[src/rtl/fifo_rd_stream.sv]
// Read-side drain stage for the async FIFO: pops words and presents them on a
// valid/ready stream through a 2-entry skid buffer. Optional feature macro: RD_XFER_CNT_EN.
module fifo_rd_stream #(
    parameter int DSIZE = 8,
    parameter int CNTW  = 16
) (
    input  logic             rclk,
    input  logic             rrst_n,
    input  logic [DSIZE-1:0] rdata,
    input  logic             rempty,
    output logic             rinc,
    output logic [DSIZE-1:0] m_data,
    output logic             m_valid,
    input  logic             m_ready,
    input  logic             flush
`ifdef RD_XFER_CNT_EN
    ,
    output logic [CNTW-1:0]  xfer_cnt
`endif
);

    logic [1:0]       cnt_r;
    logic [1:0]       cnt_nxt_s;
    logic [DSIZE-1:0] head_r;
    logic [DSIZE-1:0] head_nxt_s;
    logic [DSIZE-1:0] skid_r;
    logic [DSIZE-1:0] skid_nxt_s;
    logic             valid_r;
    logic             run_r;
    logic             push_s;
    logic             pop_s;

    // run_r keeps rinc low in reset and for the first cycle after release
    assign push_s  = run_r & ~rempty & (cnt_r != 2'd2) & ~flush;
    assign pop_s   = valid_r & m_ready;
    assign rinc    = push_s;
    assign m_valid = valid_r;
    assign m_data  = head_r;

    // Skid-buffer next state; flush discards contents and ignores any pop
    always_comb begin
        cnt_nxt_s  = cnt_r;
        head_nxt_s = head_r;
        skid_nxt_s = skid_r;
        if (flush) begin
            cnt_nxt_s = 2'd0;
        end else begin
            case (cnt_r)
                2'd0: begin
                    if (push_s) begin
                        head_nxt_s = rdata;
                        cnt_nxt_s  = 2'd1;
                    end else begin
                        cnt_nxt_s  = 2'd0;
                    end
                end
                2'd1: begin
                    if (push_s && pop_s) begin
                        head_nxt_s = rdata;
                        cnt_nxt_s  = 2'd1;
                    end else if (push_s) begin
                        skid_nxt_s = rdata;
                        cnt_nxt_s  = 2'd2;
                    end else if (pop_s) begin
                        cnt_nxt_s  = 2'd0;
                    end else begin
                        cnt_nxt_s  = 2'd1;
                    end
                end
                2'd2: begin
                    if (pop_s) begin
                        head_nxt_s = skid_r;
                        cnt_nxt_s  = 2'd1;
                    end else begin
                        cnt_nxt_s  = 2'd2;
                    end
                end
                default: begin
                    cnt_nxt_s = 2'd0;
                end
            endcase
        end
    end

    // Buffer registers; m_valid is registered alongside the occupancy
    always_ff @(posedge rclk or negedge rrst_n) begin
        if (!rrst_n) begin
            cnt_r   <= 2'd0;
            head_r  <= {DSIZE{1'b0}};
            skid_r  <= {DSIZE{1'b0}};
            valid_r <= 1'b0;
            run_r   <= 1'b0;
        end else begin
            cnt_r   <= cnt_nxt_s;
            head_r  <= head_nxt_s;
            skid_r  <= skid_nxt_s;
            valid_r <= (cnt_nxt_s != 2'd0);
            run_r   <= 1'b1;
        end
    end

`ifdef RD_XFER_CNT_EN
    logic [CNTW-1:0] xfer_r;

    assign xfer_cnt = xfer_r;

    // Completed-handshake counter; wraps, and a pop during flush is not counted
    always_ff @(posedge rclk or negedge rrst_n) begin
        if (!rrst_n) begin
            xfer_r <= {CNTW{1'b0}};
        end else if (pop_s && !flush) begin
            xfer_r <= xfer_r + {{(CNTW-1){1'b0}}, 1'b1};
        end else begin
            xfer_r <= xfer_r;
        end
    end
`endif

endmodule

[config.mk]
export PLATFORM = sky130hd
export DESIGN_NAME = fifo_rd_stream
export DESIGN_NICKNAME = d
export VERILOG_FILES = /design/src/rtl/fifo_rd_stream.sv
export SDC_FILE = /design/constraint.sdc
export NUM_CORES = 1
export LEC_CHECK = 0
export BUFFER_PORTS_ARGS = -buffer_cell sky130_fd_sc_hd__buf_2
export CORE_MARGIN = 2
export CORE_UTILIZATION = 46
export DETAILED_ROUTE_END_ITERATION = 8
export HOLD_SLACK_MARGIN = 0.06
export PLACE_DENSITY_LB_ADDON = 0.25
export SYNTH_ARGS = -nofsm -noshare
export SYNTH_HDL_FRONTEND = slang
export SYNTH_SLANG_ARGS = --single-unit
[constraint.sdc]
create_clock -name rclk -period 2.05 [get_ports rclk]
set_clock_uncertainty 0.2 [all_clocks]
set_input_delay 0.1025 -clock rclk [delete_from_list [all_inputs] [get_ports rclk]]
set_output_delay 0.1025 -clock rclk [all_outputs]
set_load 0.02 [all_outputs]
==> metrics.yaml <==
yosys:
  syn-cell-area_sq_um: 963
  synth_top_family_by_area: "multiplexers"
  ys_seq_elements: 20
  syn_nets: 87
  synth_xor_area_share_pct: 0
  synth-compound-area-share_pct: 4.94
  yosysWarnings: 0
  syn-mean-instance-area_sq_um: 13.4
  synth.distinct_cells: 22
  yosysSeqAreaShare_pct: 51.9
  synth_simple_gate_area_share_pct: 6.62
  muxShareOfSynthArea_pct: 30.8
  synth_cells: 72
  synth_adder_area_share_pct: 2.60
sta:
  max_freq_mhz: 504
  final-hold-violation-count: 0
  finalCriticalPeriod_ns: 1.99
  finalSetupViolations: 0
  setup_ws_ns: 0.0647
  fin_crit_sh_pct: 96.8
  fin_hold_ws_ns: 0.0857
  finalMaxSlewViolations: 0
status:
  status: "completed"
place:
  dp.cells: 122
  place_congestion: 0.818
  place_ws_ns: 0.00797
  dp_hpwl_mm: 1.28
  io_buffers: 22
die:
  die_w_microns: 49.8
  die_y_microns: 49.8
  row_count: 16
  ios: 23
  dieArea_sq_um: 2480
  initial_core_util_pct: 49.1
  coreArea_sq_um: 1960
worst_hold_path:
  hp-class: "input port to async pin"
global_route:
  grt_pass1_vias: 732
  antenna_found_initial: 0
  globalRouteTotalUtil_pct: 17.3
  grt_pass1_wl_mm: 3.16
  grt_overflow_total: 0
  grt_max_degree: 21
final_layout:
  final_common_cell: "buf_2"
  syn_to_final_growth_pct: 43.1
  nNetsFinal: 129
  antenna_cells: 0
  fill_cells: 144
  drive_gt1_share_pct: 57.5
  final_cell_mix: "22 x buf_2, 20 x dfrtp_1, 12 x mux2_4, 12 x mux2_2, 11 x dlygate4sd3_1"
  multiInputGateArea_sq_um: 494
  seq_area_sq_um: 500
  stdcell_count: 140
critical_path:
  cp-startpoint: "cnt_r[1]"
  worstSetupPathType: "flip-flop to flip-flop"
  arrival_ns: 1.98
  end_kind: "flip-flop"
  critPathRequiredTime_ns: 2.04
  r2r_start: "cnt_r[1]"
  start_kind: "flip-flop"
  worstPathMaxFanout: 8
cts:
  clkSinkCount: 20
  clkTransAtPathRegs_ns: 0.11
  clock_path_buffers: 2
  clock_latency_ns: 0.30
  htreeDepth: 1
  numCtsBuffers: 3
  cts-root-buf: "clkbuf_4"
  cts_tree: "done"
detailed_routing:
  drt_iter0_markers: 10
  avgRoutedWirePerCell_microns: 13.7
  postRouteAntennaNets: 0
  wl_met3_microns: 75
  via_per_inst: 5.06
  dr.pass1.iters: 4
  maxUsedRoutingLayer: "met4"
  drc: 0
  m1WireLength_microns: 785
  routed_wl_mm: 1.91
  vias: 708
  wl_met2_mm: 1.01
job:
  max_cap_violations: 0
pwr:
  p_leak_nw: 0.669
  power.density_nw_per_um2: 813
  peakVddDrop_mv: 0.471
==> critical path, stage by stage (launching register included) <==
cell and delay (ns):
dfrtp_1 0.42, inv_2 0.07, nor2_2 0.05, nor3_4 0.20, ha_2 0.22, nand3_2 0.11, nor2_4 0.14, buf_12 0.14
mux2_2 0.33
==> synth_stat cells <==
cell | n | share of area (%)
dfrtp_1 | 20 | 52
mux2_2 | 17 | 20
mux2_4 | 7 | 11
a21oi_1 | 4 | 2.1
nand2_1 | 3 | 1.2
nor2_1 | 3 | 1.2
ha_1 | 2 | 2.6
nor2_2 | 2 | 1.3
a22oi_1 | 1 | 0.78
a31oi_1 | 1 | 0.65
buf_4 | 1 | 0.78
buf_6 | 1 | 1.2
conb_1 | 1 | 0.39
inv_1 | 1 | 0.39
inv_2 | 1 | 0.39
nand2b_1 | 1 | 0.65
nand3_1 | 1 | 0.52
nor2b_1 | 1 | 0.65
nor3_1 | 1 | 0.52
o21ai_0 | 1 | 0.52
o21ai_2 | 1 | 0.91
or2_2 | 1 | 0.65
==> final timing paths <==
kind,endpoint,slack [ns],cells past startpoint
worst max register to register,skid_r[7],0.06,8
worst max-delay path,skid_r[7],0.06,8
worst min-delay path,m_data[1],0.09,2
min in group rclk,m_valid,0.11,5
worst min register to register,m_data[6],0.32,1
max in group asynchronous,m_data[6],1.26,2
==> final cells by class <==
type / instances / area share [%]
repair buffers: 39 / 21.1
clock inverters: 1 / 2.18
multi-input cells: 48 / 35.8
well taps: 27 / 2.45
flip-flops and latches: 20 / 36.3
inverters: 2 / 0.544
clock buffers: 3 / 1.63
==> power by group <==
group | internal (mW) | leakage, nW | switching [mW]
registers | 0.470 | 0.252 | 0.0403
clock network | 0.198 | 0.0279 | 0.119
logic | 0.155 | 0.389 | 0.139
==> cell families (layout without fill, tap and decap cells) <==
group | Yosys count | in the layout
muxes | 24 | 24
DFF | 20 | 20
and+or+nand+nor | 13 | 13
AOI/OAI and AO/OA | 8 | 8
buffers and inverters | 4 | 45
adders and majority gates | 2 | 2
other | 1 | 1
==> state kept, by name, indices dropped and copies added (netlist names) <==
register	flops
m_data	8
skid_r	8
cnt_r	2
m_valid	1
run_r	1
==> timing repair <==
| item | CTS | global route |
|---|---|---|
| hold endpoints to repair | 39 | 0 |
| gates resized for setup | 0 | 3 |
| buffers inserted | 1 | 2 |
| endpoints found under the setup margin | 1 | 16 |
| pin swaps | 1 | 2 |
| hold buffers | 11 | 0 |
==> through the flow <==
step,util [%],cell area [sq um],TNS [ns],total power [mW]
final,70.3,1380,0,1.12
after global routing,70.3,1380,-0.0544,1.19
after CTS,68.1,1340,0,1.13
after detailed placement,58.8,1150,0,0.782
after global placement,58.8,1150,0,0.773
after floorplan,-,1010,-1.63,0.689
==> layer usage <==
layer	global-route usage, %	vias to the layer above
met2	28.0	27
met5	0	-
met3	3.64	6
met4	9.72	0
met1	21.4	344
li1	-	331
(Power assumes the default switching activity.)
